--- src/rtl/crc_pkg.sv ---
// crc_pkg: shared constants, FSM state type and helpers for the CRC-32 engine.
//   CRC32_POLY         normal (MSB-first) form of the IEEE 802.3 polynomial
//   CRC32_INIT         register seed at the start of every frame
//   CRC32_XOROUT       final inversion applied to form the published CRC
//   CRC32_RESIDUE_REFL raw register left behind by a good frame plus its FCS
//                      when the register runs in reflected (LSB-first) mode
//   crc_state_t        frame FSM states
//   bitrev32           bit-order reversal, used to get the right-shifting poly
package crc_pkg;

  localparam logic [31:0] CRC32_POLY         = 32'h04C11DB7;
  localparam logic [31:0] CRC32_INIT         = 32'hFFFFFFFF;
  localparam logic [31:0] CRC32_XOROUT       = 32'hFFFFFFFF;
  localparam logic [31:0] CRC32_RESIDUE_REFL = 32'hDEBB20E3;

  typedef enum logic [1:0] {
    IDLE  = 2'd0,
    ACCUM = 2'd1
  } crc_state_t;

  function automatic logic [31:0] bitrev32(input logic [31:0] value);
    logic [31:0] result;
    for (int i = 0; i < 32; i++) begin
      result[i] = value[31-i];
    end
    return result;
  endfunction

endpackage

--- src/rtl/crc_byte_step.sv ---
// crc_byte_step: purely combinational fold of one byte into a CRC-32 register.
//   crc_in   : register value before the byte
//   data     : byte to fold
//   crc_next : register value after the byte
// POLY is given in normal form; in reflected mode it is bit-reversed here at
// elaboration and the register shifts right, consuming the byte LSB first.
module crc_byte_step
  import crc_pkg::*;
#(
  parameter logic [31:0] POLY    = CRC32_POLY,
  parameter bit          REFLECT = 1'b1
) (
  input  logic [31:0] crc_in,
  input  logic [7:0]  data,
  output logic [31:0] crc_next
);

  localparam logic [31:0] STEP_POLY = REFLECT ? bitrev32(POLY) : POLY;

  logic [31:0] work;

  always_comb begin
    work = crc_in;
    if (REFLECT) begin
      // Byte enters at the low end; each shift drops bit 0 as feedback.
      work = work ^ {24'h000000, data};
      for (int i = 0; i < 8; i++) begin
        work = work[0] ? ((work >> 1) ^ STEP_POLY) : (work >> 1);
      end
    end else begin
      // Byte enters at the high end; each shift drops bit 31 as feedback.
      work = work ^ {data, 24'h000000};
      for (int i = 0; i < 8; i++) begin
        work = work[31] ? ((work << 1) ^ STEP_POLY) : (work << 1);
      end
    end
    crc_next = work;
  end

endmodule

--- src/rtl/crc_engine.sv ---
// crc_engine: CRC-32 generator/checker, DATA_BYTES byte lanes per beat.
//   clk, rst    : clock and synchronous active-high reset
//   start       : first beat of a frame (qualified by data_valid)
//   data_in     : beat data, lane 0 = bits [7:0] = earliest byte
//   data_valid  : beat present
//   data_last   : final beat of a frame (qualified by data_valid)
//   data_keep   : per-lane enables, only honoured on the last beat
//   crc_out     : register ^ XOR_OUT of the last completed frame (held)
//   crc_valid   : one-cycle pulse when crc_out/crc_match are updated
//   crc_match   : raw register equalled RESIDUE at the end of the frame
//   busy        : a frame is in progress
module crc_engine
  import crc_pkg::*;
#(
  parameter int          DATA_BYTES = 1,
  parameter logic [31:0] POLY       = CRC32_POLY,
  parameter logic [31:0] INIT       = CRC32_INIT,
  parameter logic [31:0] XOR_OUT    = CRC32_XOROUT,
  parameter bit          REFLECT    = 1'b1,
  parameter logic [31:0] RESIDUE    = CRC32_RESIDUE_REFL
) (
  input  logic                    clk,
  input  logic                    rst,
  input  logic                    start,
  input  logic [8*DATA_BYTES-1:0] data_in,
  input  logic                    data_valid,
  input  logic                    data_last,
  input  logic [DATA_BYTES-1:0]   data_keep,
  output logic [31:0]             crc_out,
  output logic                    crc_valid,
  output logic                    crc_match,
  output logic                    busy
);

  crc_state_t  state_reg, state_next;
  logic [31:0] crc_reg, crc_next;
  logic [31:0] crc_out_reg, crc_out_next;
  logic        valid_reg, valid_next;
  logic        match_reg, match_next;
  logic        fold;

  // lane_crc[i] is the register before lane i; lane_crc[DATA_BYTES] is the
  // register after the whole beat.
  logic [31:0]           lane_crc [0:DATA_BYTES];
  logic [31:0]           step_crc [0:DATA_BYTES-1];
  logic [DATA_BYTES-1:0] lane_en;

  // A start beat always reseeds, which also covers abandoning a frame in ACCUM.
  assign lane_crc[0] = start ? INIT : crc_reg;

  generate
    for (genvar gi = 0; gi < DATA_BYTES; gi++) begin : g_lane
      crc_byte_step #(
        .POLY    (POLY),
        .REFLECT (REFLECT)
      ) u_step (
        .crc_in   (lane_crc[gi]),
        .data     (data_in[8*gi +: 8]),
        .crc_next (step_crc[gi])
      );

      // Disabled lanes pass the register through untouched, so kept lanes
      // are folded in ascending order even when the keep mask has holes.
      assign lane_en[gi]      = data_last ? data_keep[gi] : 1'b1;
      assign lane_crc[gi + 1] = lane_en[gi] ? step_crc[gi] : lane_crc[gi];
    end
  endgenerate

  always_comb begin
    state_next   = state_reg;
    crc_next     = crc_reg;
    crc_out_next = crc_out_reg;
    match_next   = match_reg;
    valid_next   = 1'b0;
    fold         = 1'b0;

    case (state_reg)
      IDLE:    fold = data_valid && start;
      ACCUM:   fold = data_valid;
      default: state_next = IDLE;
    endcase

    if (fold) begin
      if (data_last) begin
        // Reload the seed now so a new frame may start on the next cycle.
        state_next   = IDLE;
        crc_next     = INIT;
        crc_out_next = lane_crc[DATA_BYTES] ^ XOR_OUT;
        match_next   = (lane_crc[DATA_BYTES] == RESIDUE);
        valid_next   = 1'b1;
      end else begin
        state_next = ACCUM;
        crc_next   = lane_crc[DATA_BYTES];
      end
    end
  end

  always_ff @(posedge clk) begin
    if (rst) begin
      state_reg   <= IDLE;
      crc_reg     <= INIT;
      crc_out_reg <= 32'h00000000;
      valid_reg   <= 1'b0;
      match_reg   <= 1'b0;
    end else begin
      state_reg   <= state_next;
      crc_reg     <= crc_next;
      crc_out_reg <= crc_out_next;
      valid_reg   <= valid_next;
      match_reg   <= match_next;
    end
  end

  assign crc_out   = crc_out_reg;
  assign crc_valid = valid_reg;
  assign crc_match = match_reg;
  assign busy      = (state_reg == ACCUM);

endmodule
--- config.mk ---
export PLATFORM = sky130hd
export DESIGN_NAME = crc_engine
export DESIGN_NICKNAME = d
export VERILOG_FILES = /design/src/rtl/crc_pkg.sv /design/src/rtl/crc_byte_step.sv /design/src/rtl/crc_engine.sv
export SDC_FILE = /design/constraint.sdc
export NUM_CORES = 1
export LEC_CHECK = 0
export ABC_AREA = 1
export BUFFER_PORTS_ARGS = -buffer_cell sky130_fd_sc_hd__buf_2
export CAP_MARGIN = 10
export CORE_ASPECT_RATIO = 2
export CORE_UTILIZATION = 45
export DETAILED_ROUTE_END_ITERATION = 12
export SYNTH_ARGS = -nofsm -noshare
export SYNTH_HDL_FRONTEND = slang
export SYNTH_SLANG_ARGS = --single-unit
--- constraint.sdc ---
create_clock -name clk -period 3.6 [get_ports clk]
set_input_delay 0.54 -clock clk [delete_from_list [all_inputs] [get_ports clk]]
set_output_delay 0.54 -clock clk [all_outputs]
set_load 0.005 [all_outputs]
* Yosys cells after proc, flatten, opt, wreduce, memory -nomap -nowiden *
Index checks and enable logic that the tools add are counted.

word-level totals
  input bits = 14
  bits in registers = 68
  logic and storage cells = 41
  output and inout bits = 35

cells by class
  reduce and logical (&&, ||, !) cells = 5
  equality and inequality tests = 3
  multiplexer cells = 17
  bitwise logic cells = 11

operator list
  cell                  number
  $mux 32               11
  $not 13->14           8
  $eq 32x32->1 const B  1
  $not 32->32           1
  $xor 32x8->32         1
  $mux 2                2
  $reduce_or 2->1       2
  $mux 1                3
  $eq 2x1->1 const B    1
  $logic_not 2->1       1
  $ne 2x1->1 const B    1
  $pmux 1 s2            1
  $reduce_and 2->1      1
  $logic_and 1x1->1     1
  $not 1->1             1

* Longest topological paths before layout *
Gate-level depths: netlist (run 1).

  depth in word-level cells = 20
  gate-level depth with buffers = 19
  depth with buffers taken out = 18

* Cells and area by module *
From an unflattened synthesis (run 1), not the netlist that was laid out.

unflattened totals
  cells, all modules = 647
  area, all modules = 4204.0 um^2

by module, submodules not included
  module         area an instance (um^2)  times used  sequential area each (um^2)  cells an instance
  crc_engine     2955.3                   1           1341.3                       439
  crc_byte_step  1248.7                   1           0.0                          208

* Worst setup path before layout (run 1) *
Ideal clock, no wire load.

  path type = input port to flip-flop
  start = input start
  end = register match_reg, in the netlist crc_match
  stages on the path = 17
  setup time = 0.070 ns
  buffers on the path = 2
  path slack = 1.597 ns
  data arrival time = 1.933 ns
  data required time = 3.530 ns
  cells stage by stage = buf_6 -> buf_6 -> nor2_4 -> nand2_1 -> nand2_2 -> nand2_1 -> nand2_2 -> nand2_1 -> nand2_2 -> nand2_1 -> nand2_1 -> nand2_1 -> nor2_1 -> nand3_1 -> nor2_1 -> nand3_1 -> a21oi_1

between the ends
  longest elaborated chain between the ends = 18

RTL lines
  item                                                     RTL line             text
  start: declaration                                       crc_engine.sv:24     input logic start,
  $mux 32                                                  crc_engine.sv:49     assign lane_crc[0] = start ? INIT : crc_reg;
  $xor 32x8->32                                            crc_byte_step.sv:26  work = work ^ {24'h000000, data};
  $not 13->14 (no source line)                             -
  $mux 32                                                  crc_byte_step.sv:28  work = work[0] ? ((work >> 1) ^ STEP_POLY) : (work >> 1);
  $mux 32 or $not 13->14 (tied branches)                   -
  $not 13->14 (no source line) or $mux 32 (tied branches)  -
  $mux 32                                                  crc_byte_step.sv:28
  $not 13->14 (no source line)                             -
  (+2 left out)                                            -
  $not 13->14 (no source line) or $mux 32 (tied branches)  -
  $mux 32                                                  crc_byte_step.sv:28
  $not 13->14 (no source line)                             -
  $mux 32                                                  crc_byte_step.sv:28
  $not 13->14 (no source line)                             -
  $mux 32                                                  crc_byte_step.sv:28
  $mux 32                                                  crc_engine.sv:65     assign lane_crc[gi + 1] = lane_en[gi] ? step_crc[gi] : lane_crc[gi];
  $eq 32x32->1                                             crc_engine.sv:89     match_next = (lane_crc[DATA_BYTES] == RESIDUE);
  end signal: assignment                                   crc_engine.sv:110    match_reg <= match_next;
  end: declaration                                         crc_engine.sv:39     logic match_reg, match_next;

Several ways; a longest one is shown, not always the timed one.
A chain may end at the register's enable or synchronous reset.

* Final worst setup path (run 1) *
Ends and elaborated chain as after synthesis.

==> results of run 1 <==
[layout make-up]
class / instances / share of cell area
multi-input cells: 602 / 0.526
repair buffers: 56 / 0.0572
clock buffers: 11 / 0.0482
clock inverters: 5 / 0.0205
inverters: 84 / 0.0610
flip-flops and latches: 67 / 0.256
well taps: 132 / 0.0315
[final timing paths]
kind                                 start                       end  slack (ns)  cells after the start
hold / removal                         rst    crc_match$_SDFFE_PP0P_        0.46                      2
setup reg to reg   crc_reg[0]$_SDFFE_PP1P_    crc_match$_SDFFE_PP0P_        1.26                     15
setup / recovery                     start    crc_match$_SDFFE_PP0P_        1.04                     17
hold reg to reg   crc_reg[17]$_SDFFE_PP1P_  crc_reg[17]$_SDFFE_PP1P_        0.48                      2
[critical path, cell delays in order]
cell,delay [ns]
buf_2,0.36
inv_6,0.09
nand2_2,0.10
nand2_2,0.06
nand2_2,0.20
nand2_1,0.10
nand2_2,0.18
nand2_1,0.09
nand2_2,0.11
nand2_1,0.06
nand3_1,0.11
nand2_1,0.12
nor2_1,0.18
nand2_1,0.08
nor2_1,0.20
nand3_1,0.11
a21oi_1,0.12
[per-layer routing]
metal	global-route usage	vias up
li1	-	2522
met1	0.350	2258
met2	0.538	185
met3	0.0404	63
met4	0.217	0
met5	0	-
[power by group through the flow]
stage,Sequential (mW),Clock (mW),Combinational (mW)
after CTS,0.800,1.06,0.543
after floorplan,0.815,0,0.373
after global placement,0.815,0,0.538
after detailed placement,0.816,0,0.540
after global routing,0.804,1.09,0.608
final,0.800,1.05,0.549
[placed cells by master, fill, tap and decap left out, types with 2 or more instances in the layout]
master / synthesis / final
a21oi_1: 17 / 17
o22ai_1: 19 / 19
clkbuf_8: 0 / 2
buf_4: 0 / 8
inv_1: 76 / 76
bufinv_16: 0 / 3
o21bai_1: 6 / 6
inv_2: 6 / 6
nand2_1: 341 / 341
nor2_2: 6 / 7
o21ai_0: 27 / 27
xor2_1: 2 / 2
clkbuf_16: 0 / 9
nand3_1: 53 / 53
nand2_2: 39 / 39
nand2_4: 5 / 5
inv_6: 1 / 2
o211ai_1: 20 / 20
buf_2: 3 / 48
nand3_2: 2 / 2
nand3b_1: 5 / 5
nor2_4: 2 / 3
nor2_1: 52 / 50
dfxtp_1: 67 / 67
or2_2: 2 / 2
[kinds of logic (layout without fill, tap and decap cells)]
| family | Yosys count | in the layout |
|---|---|---|
| AOI/OAI and AO/OA | 92 | 92 |
| xor gates and xnor gates | 2 | 2 |
| buffers and inverters | 112 | 156 |
| DFF | 67 | 67 |
| and+or+nand+nor | 508 | 508 |
[metrics by stage]
step	power [mW]	area, um^2	hold WS [ns]	std cells
6_report	2.39	5250	0.459	957
5_1_grt	2.50	5250	0.455	957
4_1_cts	2.40	5250	0.454	957
3_5_place_dp	1.36	4890	0.468	941
3_3_place_gp	1.35	4890	0.460	941
2_1_floorplan	1.19	4560	0.447	781
==> impl_metrics.json, run 1 <==
{
  "outcome": "complete, no violations",
  "synthSimpleGateAreaFrac": 0.477,
  "cts_setup_buffers": 0,
  "ios": 49,
  "firstDrtPassIters": 6,
  "cts_sinks": 67,
  "hold_class": "in -> reg",
  "worstPathArrival_ns": 2.82,
  "syn_nets": 795,
  "yosysSeqAreaShare": 0.294,
  "synth-adder-area-share": 0,
  "ctsHtreeMaxLevel": 3,
  "critical_path_class": "in -> reg",
  "ys.flop_type": "dfxtp_1",
  "drc": 0,
  "cp.required_ns": 3.86,
  "synth_edf_count": 0,
  "synth.avg_cell_area_um2": 5.84,
  "fin_util": 0.538,
  "synth_top_area_frac": 0.294,
  "setup_tns_ns": 0,
  "clock_power_share": 0.437,
  "rsz0062_at_grt": "false",
  "avgRoutedWirePerCell_um": 16.2,
  "grt_antenna_before_repair": 0,
  "crit_fanout": 15,
  "swShare": 0.307,
  "fmax_mhz": 391,
  "worst_slew_margin_rel": 0.576,
  "dp_slack_ns": 0.704,
  "worst_setup_path_end_kind": "flop",
  "wl_met3_um": 613,
  "fill_cells": 1053,
  "power.internal_mw": 1.66,
  "synth_top_family_by_area": "simple AND/OR/NAND/NOR gates",
  "cts_root_buffer": "clkbuf_16",
  "die_w_um": 73.2,
  "met1Wirelength_mm": 6.22,
  "cts_inserted_buffers": 9,
  "p_per_area_nw_per_um2": 456,
  "die_y_um": 144,
  "synthTopCellsByArea": "dfxtp_1 (29%), nand2_1 (28%), inv_1 (6.3%)",
  "post_route_cells_drive_above_1_share": 0.168,
  "hpwl_mm": 12.1,
  "layout.nets": 834,
  "gp_congestion": 0.976,
  "fin_ws_ns": 1.04,
  "area_growth_pct": 15.1,
  "hold_buffers": 0,
  "peakVddDrop_mv": 0.393,
  "ctsResizeCount": 0,
  "p_leak_nw": 2.77,
  "p_switching_mw": 0.734,
  "fin_skew_ns": 0.00578,
  "ys_async_sr_fraction": 0,
  "grt-ovfl-total": 0,
  "antenna_cells": 0,
  "synth-seq-cells": 67,
  "hold_viol": 0,
  "ant_nets": 0,
  "grt_pass1_wl_mm": 24.5,
  "ys_types": 29,
  "finalCriticalPeriod_ns": 2.56,
  "syn-instance-count": 781,
  "synth_compound_area_frac": 0.122,
  "tritoncts": "yes",
  "seq_area_um2": 1340,
  "coreArea_um2": 9760,
  "vias": 5028,
  "die_area_um2": 10600,
  "comb_power_share": 0.229,
  "top_layer": "met4",
  "slew_viol_final": 0,
  "grt_pass1_vias": 4753,
  "start_util": 0.467,
  "grtUsageTotal": 0.313,
  "ys_warn_count": 0,
  "multi_input_area_um2": 2760,
  "grt_max_degree": 57,
  "syn_area_um2": 4560,
  "synth_most_common_cell": "nand2_1",
  "drt_iter0_drc": 387,
  "synth.area.mux_share": 0,
  "portBuffers": 48,
  "setup_viol_count_final": 0,
  "start_kind": "input port",
  "yosys.area.top_type": "dfxtp_1",
  "wl_mm": 15.5,
  "cts.path.max_buffers": 2,
  "path_clk_slew_ns": 0.05,
  "synth-xor-area-share": 0.00384,
  "power_frac_seq": 0.334,
  "worst_slew_pin_slew_ns": 0.634,
  "fin_crit_sh": 0.710,
  "dr_wl_met2_mm": 7.47,
  "num_rows": 51,
  "viasPerCell": 5.25,
  "ys_top_cells_by_count": "nand2_1 (341), inv_1 (76), dfxtp_1 (67)",
  "drv_cap": 0,
  "clock_latency_ns": 0.33
}
Power figures use the tool's default switching activity.
==> run 2: changes to the inputs <==
Clock period 3.6 ns to 2.6 ns, I/O delays scaled along.
==> run 2 against run 1 <==
Against the previous run: clock skew up 0.0012 ns; die area unchanged; worst setup slack worse by 0.72 ns; first-iteration DRC count down 5.7%; non-clock buffer count up 12; register-to-register slack worse by 0.93 ns; sequential power up 39%; via count up 1.4%; combinational power up 44%; utilization up 0.56 points; highest routed layer unchanged.
==> impl_metrics.json, run 2 (synthesis results as in run 1) <==
{
  "num_rows": 51,
  "rsz0062_at_grt": "false",
  "fmax_mhz": 440,
  "drv_cap": 0,
  "cts.path.max_buffers": 2,
  "fin_crit_sh": 0.874,
  "die_area_um2": 10600,
  "finish.instance_area_um2": 5300,
  "setup_tns_ns": 0,
  "fin_skew_ns": 0.00695,
  "finalCriticalPeriod_ns": 2.27,
  "peakVddDrop_mv": 0.434,
  "firstDrtPassIters": 6,
  "avgRoutedWirePerCell_um": 16.1,
  "crit_fanout": 7,
  "grtUsageTotal": 0.311,
  "outcome": "complete, no violations",
  "hpwl_mm": 12.1,
  "post_route_cells_drive_above_1_share": 0.180,
  "fill_cells": 1069,
  "wl_mm": 15.6,
  "coreArea_um2": 9760,
  "r2r_setup_slack_ns": 0.33,
  "antenna_cells": 0,
  "cts_inserted_buffers": 9,
  "vias": 5097,
  "hold_viol": 0,
  "p_per_area_nw_per_um2": 599,
  "gp_congestion": 0.983,
  "worstPathArrival_ns": 2.54,
  "path_clk_slew_ns": 0.06,
  "clock_latency_ns": 0.34,
  "cp.required_ns": 2.87,
  "tritoncts": "yes",
  "hold_buffers": 0,
  "cpMostUsedCell": "nand2_1",
  "cts_sinks": 67,
  "die_y_um": 144,
  "drt_iter0_drc": 365,
  "portBuffers": 48,
  "fin_util": 0.543,
  "grt-ovfl-total": 0,
  "cts_root_buffer": "clkbuf_16",
  "slew_viol_final": 0,
  "grt_pass1_vias": 4771,
  "grt_antenna_before_repair": 0,
  "final_common_cell": "nand2_1",
  "cts_setup_buffers": 0,
  "worst_slew_pin_slew_ns": 0.713,
  "path_delay_family": "simple AND/OR/NAND/NOR gates",
  "worst_slew_margin_rel": 0.520,
  "viasPerCell": 5.26,
  "setup_viol_count_final": 0,
  "ios": 49,
  "ant_nets": 0,
  "final_cell_mix": "nand2_1 (341), inv_1 (76), dfxtp_1 (67)",
  "area_growth_pct": 16.3,
  "p_leak_nw": 2.81,
  "start_util": 0.467,
  "ctsResizeCount": 0,
  "layout.nets": 846,
  "placed_area_um2": 4990,
  "hold_class": "in -> reg",
  "crit_path_cell_trace": "nor2_2 -> nand2_1 -> nand2_2 -> nand2_1 -> nand2_2 -> nand2_1 -> nand2_2 -> nand2_1 -> nand3_1 -> nand2_1 -> nor2_1 -> nand2_1 -> nor2_1 -> nand3_1 -> a21oi_1",
  "slowest_delay_ns": 0.36,
  "drc": 0,
  "grt_pass1_wl_mm": 24.0,
  "start_kind": "flop",
  "grt_max_degree": 57,
  "cp_num_buf_inv": 0,
  "worst_setup_path_end_kind": "flop",
  "ctsHtreeMaxLevel": 3,
  "critical_path_class": "reg -> reg",
  "worst_path_max_delay_cell": "dfxtp_1",
  "die_w_um": 73.2
}
==> run 2: changes by cell type in the layout (fill, tap and decap cells not counted), sizes merged <==
cell / delta
clkinv: +1
bufinv: -2
buf: +12
clkinvlp: +1
==> run 2: path summary, 6_finish.rpt <==
| path | depth (start not counted) | start | to |
|---|---|---|---|
| setup / recovery | 15 | crc_reg[0]$_SDFFE_PP1P_ | crc_match$_SDFFE_PP0P_ |
| hold reg to reg | 2 | state_reg[0]$_SDFFE_PP0P_ | state_reg[0]$_SDFFE_PP0P_ |
| hold / removal | 2 | rst | state_reg[0]$_SDFFE_PP0P_ |
| setup reg to reg | 15 | crc_reg[0]$_SDFFE_PP1P_ | crc_match$_SDFFE_PP0P_ |
==> run 2: cell type report <==
cell class	instances	area (um^2)	share of cell area
repair buffers	68	403	0.0760
clock inverters	5	60.1	0.0113
inverters	84	320	0.0604
clock buffers	11	253	0.0477
well taps	132	165	0.0311
multi-input cells	602	2760	0.521
flip-flops and latches	67	1340	0.253
==> run 2: where the power goes <==
| group | switching, mW | internal, mW | total, mW |
|---|---|---|---|
| clock network | 0.484 | 0.798 | 1.28 |
| registers | 0.0277 | 1.08 | 1.11 |
| logic | 0.540 | 0.249 | 0.789 |
| total | 1.05 | 2.13 | 3.18 |
==> run 2: per-stage QoR <==
stage               setup WS [ns]  power, mW  hold slack (ns)  std cells
global route                0.160       3.33            0.311        969
floorplan                   0.747       1.64            0.447        781
detailed placement         0.0177       1.91            0.470        953
global placement           0.0383       1.90            0.465        953
CTS                         0.335       3.18            0.312        969
finish                      0.326       3.18            0.323        969
==> run 2: layer usage <==
layer,vias up,GRT usage,wire length (um)
met3,68,0.0502,631
met2,175,0.522,7690
met4,0,0.232,1100
li1,2552,-,-
met5,-,0,0
met1,2302,0.343,6210
==> run 2: worst register-to-register path, stage by stage, from the launching register on <==
cell     delay (ns)
dfxtp_1        0.36
nor2_2         0.20
nand2_1        0.11
nand2_2        0.13
nand2_1        0.07
nand2_2        0.19
nand2_1        0.10
nand2_2        0.12
nand2_1        0.06
nand3_1        0.13
nand2_1        0.10
nor2_1         0.22
nand2_1        0.09
nor2_1         0.11
nand3_1        0.08
a21oi_1        0.11
